===== src/rtl/v35_intc.sv =====
// V35-style external interrupt controller: edge-detected channels, per-channel ICR, priority-level in-service tracking.
// Define V35_INTC_SYNC_EN to add a two-flop synchronizer on the intp pins.
module v35_intc #(
  parameter int         NUM_IRQ  = 3,
  parameter int         VEC_BASE = 24,
  parameter logic [7:0] ICR_BASE = 8'h4C
) (
  input  logic               clk,
  input  logic               reset_n,
  input  logic               ce_cycle,
  input  logic [NUM_IRQ-1:0] intp,
  input  logic               sfr_wr,
  input  logic               sfr_rd,
  input  logic [7:0]         sfr_addr,
  input  logic [7:0]         sfr_din,
  output logic [7:0]         sfr_dout,
  output logic               irq_req,
  output logic [7:0]         irq_vec,
  input  logic               irq_ack,
  input  logic               irq_fini
);

  localparam logic [7:0] EMR_ADDR  = 8'h41;
  localparam logic [7:0] ISPR_ADDR = 8'hFC;

  typedef enum logic {IDLE = 1'b0, PEND = 1'b1} state_e;

  state_e             state_q, state_d;
  logic [NUM_IRQ-1:0] flag_q, flag_d, mask_q, mask_d, emr_q, emr_d, prev_q, prev_d;
  logic [2:0]         pri_q [NUM_IRQ];
  logic [2:0]         pri_d [NUM_IRQ];
  logic [7:0]         ispr_q, ispr_d;
  logic [2:0]         ch_q, ch_d, lpri_q, lpri_d;
  logic [7:0]         vec_q, vec_d, dout_q, dout_d;

  logic [NUM_IRQ-1:0] pin_c, edge_c, elig_c, icr_sel_c;
  logic               ack_c, fini_c, found_c;
  logic [2:0]         best_pri_c, best_ch_c;
  logic [7:0]         rdata_c;

`ifdef V35_INTC_SYNC_EN
  logic [NUM_IRQ-1:0] sync1_q, sync2_q;

  always_ff @(posedge clk or negedge reset_n) begin
    if (!reset_n) begin
      sync1_q <= '0;
      sync2_q <= '0;
    end else begin
      sync1_q <= intp;
      sync2_q <= sync1_q;
    end
  end

  assign pin_c = sync2_q;
`else
  assign pin_c = intp;
`endif

  assign ack_c    = ce_cycle && irq_ack && (state_q == PEND);
  assign fini_c   = ce_cycle && irq_fini;
  assign edge_c   = ce_cycle ? ((pin_c ^ prev_q) & ~(pin_c ^ emr_q)) : '0;
  assign irq_req  = (state_q == PEND);
  assign irq_vec  = vec_q;
  assign sfr_dout = dout_q;

  // Eligibility excludes channels whose priority is at or below any level in service
  always_comb begin
    found_c    = 1'b0;
    best_pri_c = 3'd7;
    best_ch_c  = 3'd0;
    elig_c     = '0;
    for (int n = 0; n < NUM_IRQ; n++) begin
      elig_c[n] = flag_q[n] && !mask_q[n] && ((ispr_q << (3'd7 - pri_q[n])) == 8'h00);
      if (elig_c[n] && (!found_c || (pri_q[n] < best_pri_c))) begin
        found_c    = 1'b1;
        best_pri_c = pri_q[n];
        best_ch_c  = 3'(n);
      end
    end
  end

  // SFR decode and read mux
  always_comb begin
    icr_sel_c = '0;
    rdata_c   = 8'h00;
    if (sfr_addr == EMR_ADDR)  rdata_c = 8'(emr_q);
    if (sfr_addr == ISPR_ADDR) rdata_c = ispr_q;
    for (int n = 0; n < NUM_IRQ; n++) begin
      icr_sel_c[n] = (sfr_addr == (ICR_BASE + 8'(n)));
      if (icr_sel_c[n]) rdata_c = {flag_q[n], mask_q[n], 3'b000, pri_q[n]};
    end
  end

  // Next state: hardware updates first, then SFR writes, then edge sets win last
  always_comb begin
    state_d = state_q;
    flag_d  = flag_q;
    mask_d  = mask_q;
    pri_d   = pri_q;
    emr_d   = emr_q;
    prev_d  = prev_q;
    ispr_d  = ispr_q;
    ch_d    = ch_q;
    lpri_d  = lpri_q;
    vec_d   = vec_q;
    dout_d  = dout_q;

    if (ce_cycle) prev_d = pin_c;
    if (fini_c)   ispr_d = ispr_d & (ispr_d - 8'd1);

    case (state_q)
      IDLE: begin
        if (ce_cycle && found_c) begin
          state_d = PEND;
          ch_d    = best_ch_c;
          lpri_d  = best_pri_c;
          vec_d   = 8'(VEC_BASE) + {5'd0, best_ch_c};
        end
      end
      PEND: begin
        if (ack_c) begin
          state_d         = IDLE;
          ispr_d[lpri_q]  = 1'b1;
          for (int n = 0; n < NUM_IRQ; n++) begin
            if (ch_q == 3'(n)) flag_d[n] = 1'b0;
          end
        end
      end
      default: state_d = IDLE;
    endcase

    if (sfr_wr) begin
      if (sfr_addr == EMR_ADDR)  emr_d  = sfr_din[NUM_IRQ-1:0];
      if (sfr_addr == ISPR_ADDR) ispr_d = sfr_din;
      for (int n = 0; n < NUM_IRQ; n++) begin
        if (icr_sel_c[n]) begin
          flag_d[n] = sfr_din[7];
          mask_d[n] = sfr_din[6];
          pri_d[n]  = sfr_din[2:0];
        end
      end
    end

    flag_d = flag_d | edge_c;
    if (sfr_rd) dout_d = rdata_c;
  end

  always_ff @(posedge clk or negedge reset_n) begin
    if (!reset_n) begin
      state_q <= IDLE;
      flag_q  <= '0;
      mask_q  <= '1;
      for (int n = 0; n < NUM_IRQ; n++) pri_q[n] <= 3'd7;
      emr_q   <= '0;
      prev_q  <= '0;
      ispr_q  <= 8'h00;
      ch_q    <= 3'd0;
      lpri_q  <= 3'd0;
      vec_q   <= 8'h00;
      dout_q  <= 8'h00;
    end else begin
      state_q <= state_d;
      flag_q  <= flag_d;
      mask_q  <= mask_d;
      pri_q   <= pri_d;
      emr_q   <= emr_d;
      prev_q  <= prev_d;
      ispr_q  <= ispr_d;
      ch_q    <= ch_d;
      lpri_q  <= lpri_d;
      vec_q   <= vec_d;
      dout_q  <= dout_d;
    end
  end

endmodule


===== config.mk =====
export PLATFORM = sky130hd
export DESIGN_NAME = v35_intc
export DESIGN_NICKNAME = d
export VERILOG_FILES = /design/src/rtl/v35_intc.sv
export SDC_FILE = /design/constraint.sdc
export NUM_CORES = 1
export LEC_CHECK = 0
export BUFFER_PORTS_ARGS = -buffer_cell sky130_fd_sc_hd__buf_2
export CAP_MARGIN = 40
export CELL_PAD_IN_SITES_DETAIL_PLACEMENT = 0
export CELL_PAD_IN_SITES_GLOBAL_PLACEMENT = 1
export CORE_ASPECT_RATIO = 0.75
export CORE_MARGIN = 5
export CORE_UTILIZATION = 35
export DETAILED_ROUTE_END_ITERATION = 8
export GPL_ROUTABILITY_DRIVEN = 1
export MAX_ROUTING_LAYER = met4
export PLACE_DENSITY_LB_ADDON = 0.1
export REMOVE_ABC_BUFFERS = 1
export SYNTH_ARGS = -nofsm -noshare
export SYNTH_HDL_FRONTEND = slang
export SYNTH_SLANG_ARGS = --single-unit

===== constraint.sdc =====
create_clock -name clk -period 4.55 [get_ports clk]
set_input_delay 0 -clock clk [delete_from_list [all_inputs] [get_ports clk]]
set_output_delay 0 -clock clk [all_outputs]
set_load 0.005 [all_outputs]

==> run summary <==
Mean Syn Cell Area = 9.78 um^2
# diodes = 0
Worst-path cell chain = mux2_4 -> or3_4 -> a311oi_4 -> nand3b_1 -> inv_1 -> ha_1 -> nand2_1 -> o21ai_0 -> a31oi_1 -> mux2i_1 -> ha_1 -> a21oi_2 -> nor4_1 -> a311o_2 -> or3b_1 -> a31oi_1
FF/Latch Area = 1120 um^2
Sw Share = 38.1%
Global route total overflow = 0
Sequential power share = 37.8%
Max rail drop VDD = 0.172 mV
CTS tree = built
Remaining antenna violation count after routing = 0
Status = completed
Initial antenna violation count = 0
DRC violations left = 0
Met2 Routed Length = 3060 um
Comb power frac = 40.7%
Cell area after synthesis = 2650 um^2
Fill count = 766
Ys Warns = 0
HPWL after DPL = 5630 um
Area of the multi-input gates = 1410 um^2
Initial core utilization = 36.0%
Final hold vios = 0
EDFF count, synth = 0
Vias per cell = 5.34
Yosys cell types = 55
Post-Place Setup Slack = 0.255 ns
Num CTS Buffers = 5
Max incr delay on CP = 0.63 ns
Max_cap viols = 0
Drt first pass iters = 4
CTS root buffer = clkbuf_8
Area growth, synth to finish = 19.9%
Die width = 111 um
Row count = 27
Critical Path RT = 4.78 ns
RSZ-0062 raised after global routing = no
Final setup violation count = 0
Port buffer count = 38
Leak pwr = 1.39 nW
Synth Flop Type = dfrtp_1
Vias = 2268
First-pass GRT wire length = 12300 um
Io pins = 43
P_int = 0.937 mW
Most frequent cells in the layout = 38 x buf_2, 32 x dfrtp_1, 27 x nor2_1
WL/cell = 17.8 um
Htree depth = 2
Critical Path Slowest Stage Cell = dfstp_2
Met3 routed wirelength = 376 um
First DRT Iteration DRCs = 97
Routability cong. = 0.828
Top sig layer = met4
Synthesized flop and latch total = 44
Clock Latency Late Sink = 0.30 ns
Relative slew slack = 60.4%
Final Cycle Share = 93.9%
All-Layer GR Usage = 16.8%
Worst hold-check path type = in -> reg
Sw power = 0.578 mW
Fin nets = 353
Die area = 9430 um^2
Min Tclk post-route = 4.27 ns
Register area share after synthesis = 42.1%
Reg clk slew, reported paths = 0.09 ns
Slew @ Worst Pin = 0.590 ns
Skew final = 0.0120 ns
Most common cell after layout, fill and taps aside = buf_2
DRT Wirelength = 7550 um
Crit start category = flop
CP Max Fanout = 8
Final worst setup slack = 0.277 ns
CP endpoint kind = flop
Largest buffer count on any clock path = 2
Vias in the first global route = 2248
PD cells = 477 nW/um^2
Fraction of layout cells with a size suffix above 1 = 30.2%
Crit path DAT = 4.50 ns
Largest net degree at the start of global routing = 45
FMAX = 234 MHz
Clock power frac = 21.6%
Synth Instances = 271
Ys async rst share = 100%
Slew Viols, Final = 0
M1 wire length = 4040 um
CP Class = reg -> reg
CTS Sinks = 44
Setup_tns = 0 ns
Core area = 7360 um^2
Die Y = 85.4 um
metrics by stage:
step                      total power, mW  hold WS, ns  instances  utilization [%]  cell area [um^2]
after global placement               1.19        0.134        405             39.9              2940
after detailed placement             1.18        0.140        405             39.9              2940
after CTS                            1.52      0.00533        423             42.9              3160
after global routing                 1.63       0.0271        425             43.2              3180
final                                1.51       0.0149        425             43.2              3180
after floorplan                     0.970       -0.296        260                -              2570
logic make-up after synthesis:
logic type | after synthesis | share of synthesized area (%)
adder cells (fa/ha/maj) | 4 | 1.89
buffers and inverters | 28 | 5.29
other | 1 | 0.141
flip-flops | 44 | 42.1
multiplexers | 27 | 11.5
AO/OA/AOI/OAI | 78 | 21.5
AND/OR/NAND/NOR | 89 | 17.6
path summary, 6_finish.rpt:
check | from | end | slack, ns | depth (start not counted)
min reg2reg | irq_vec[3] | irq_vec[3] | 0.49 | 1
max reg2reg | pri_q[6] | lpri_q[2] | 0.28 | 16
min in group asynchronous | reset_n | sfr_dout[4] | 0.31 | 3
min | sfr_wr | flag_q[0] | 0.01 | 3
max | pri_q[6] | lpri_q[2] | 0.28 | 16
max in group asynchronous | reset_n | lpri_q[0] | 3.83 | 3
cell usage after synthesis (all sizes together), types with 2 or more instances:
library cell  number  area share, %
nor4               2           0.47
or3                4            1.3
inv               14            2.0
and3b              3           0.99
o211ai             2           0.57
a22oi             10            2.8
o21bai             3           0.85
nand3             12            2.3
mux2              21            9.2
nand2             17            2.4
o311ai             3           0.99
dfrtp             32             30
dfstp             12             12
nand2b             2           0.47
a21oi             15            3.3
a31oi             12            2.8
nor2b              2           0.47
nor3b              4            1.1
or3b               2           0.66
a21boi             2           0.57
nor3               3           0.57
a21o               3           0.85
buf                8            2.5
a211o              2           0.66
mux2i              6            2.3
or2                2           0.47
nand3b             4            1.1
a311oi             2            2.0
clkbuf             6           0.85
o21ai             13            2.5
ha                 4            1.9
nor2              27            3.8
a311o              2           0.80
layout make-up:
class / instances / area share (%)
timing repair buffer: 56 / 11.0
multi-input combinational: 202 / 44.4
clock inverter: 2 / 1.22
sequential: 44 / 35.1
clock buffer: 6 / 2.60
inverter: 14 / 1.65
tap: 101 / 3.98
sequential cells by signal, summed over array words and instances, names as in the netlist, 2 cells and up:
signal,flops
pri_q,9
ispr_q,8
sfr_dout,8
emr_q,3
flag_q,3
lpri_q,3
mask_q,3
prev_q,3
irq_vec,2
layer usage:
layer	track usage [%]	up-vias
met2	23.1	60
li1	-	1105
met3	3.42	8
met5	-	-
met4	5.03	0
met1	24.7	1095
critical path, delay by kind of cell, from the launching register on:
| family | cells | cell delay, ns |
|---|---|---|
| muxes | 2 | 0.59 |
| buffers and inverters | 1 | 0.08 |
| adders and majority gates | 2 | 0.51 |
| AOI/OAI and AO/OA | 6 | 1.40 |
| and+or+nand+nor | 5 | 1.00 |
| DFF | 1 | 0.63 |
repair_timing:
action,CTS,global route
setup endpoints to repair,0,2
hold endpoints to repair,42,0
buffers inserted,0,2
gates resized for setup,0,2
hold buffers,10,0
power groups by stage:
stage | sequential, mW | combinational (mW) | clock [mW]
3_3_place_gp | 0.578 | 0.612 | 0
3_5_place_dp | 0.577 | 0.605 | 0
6_report | 0.572 | 0.616 | 0.327
2_1_floorplan | 0.537 | 0.433 | 0
4_1_cts | 0.570 | 0.614 | 0.338
5_1_grt | 0.583 | 0.688 | 0.354
Power figures use the tool's default switching activity.
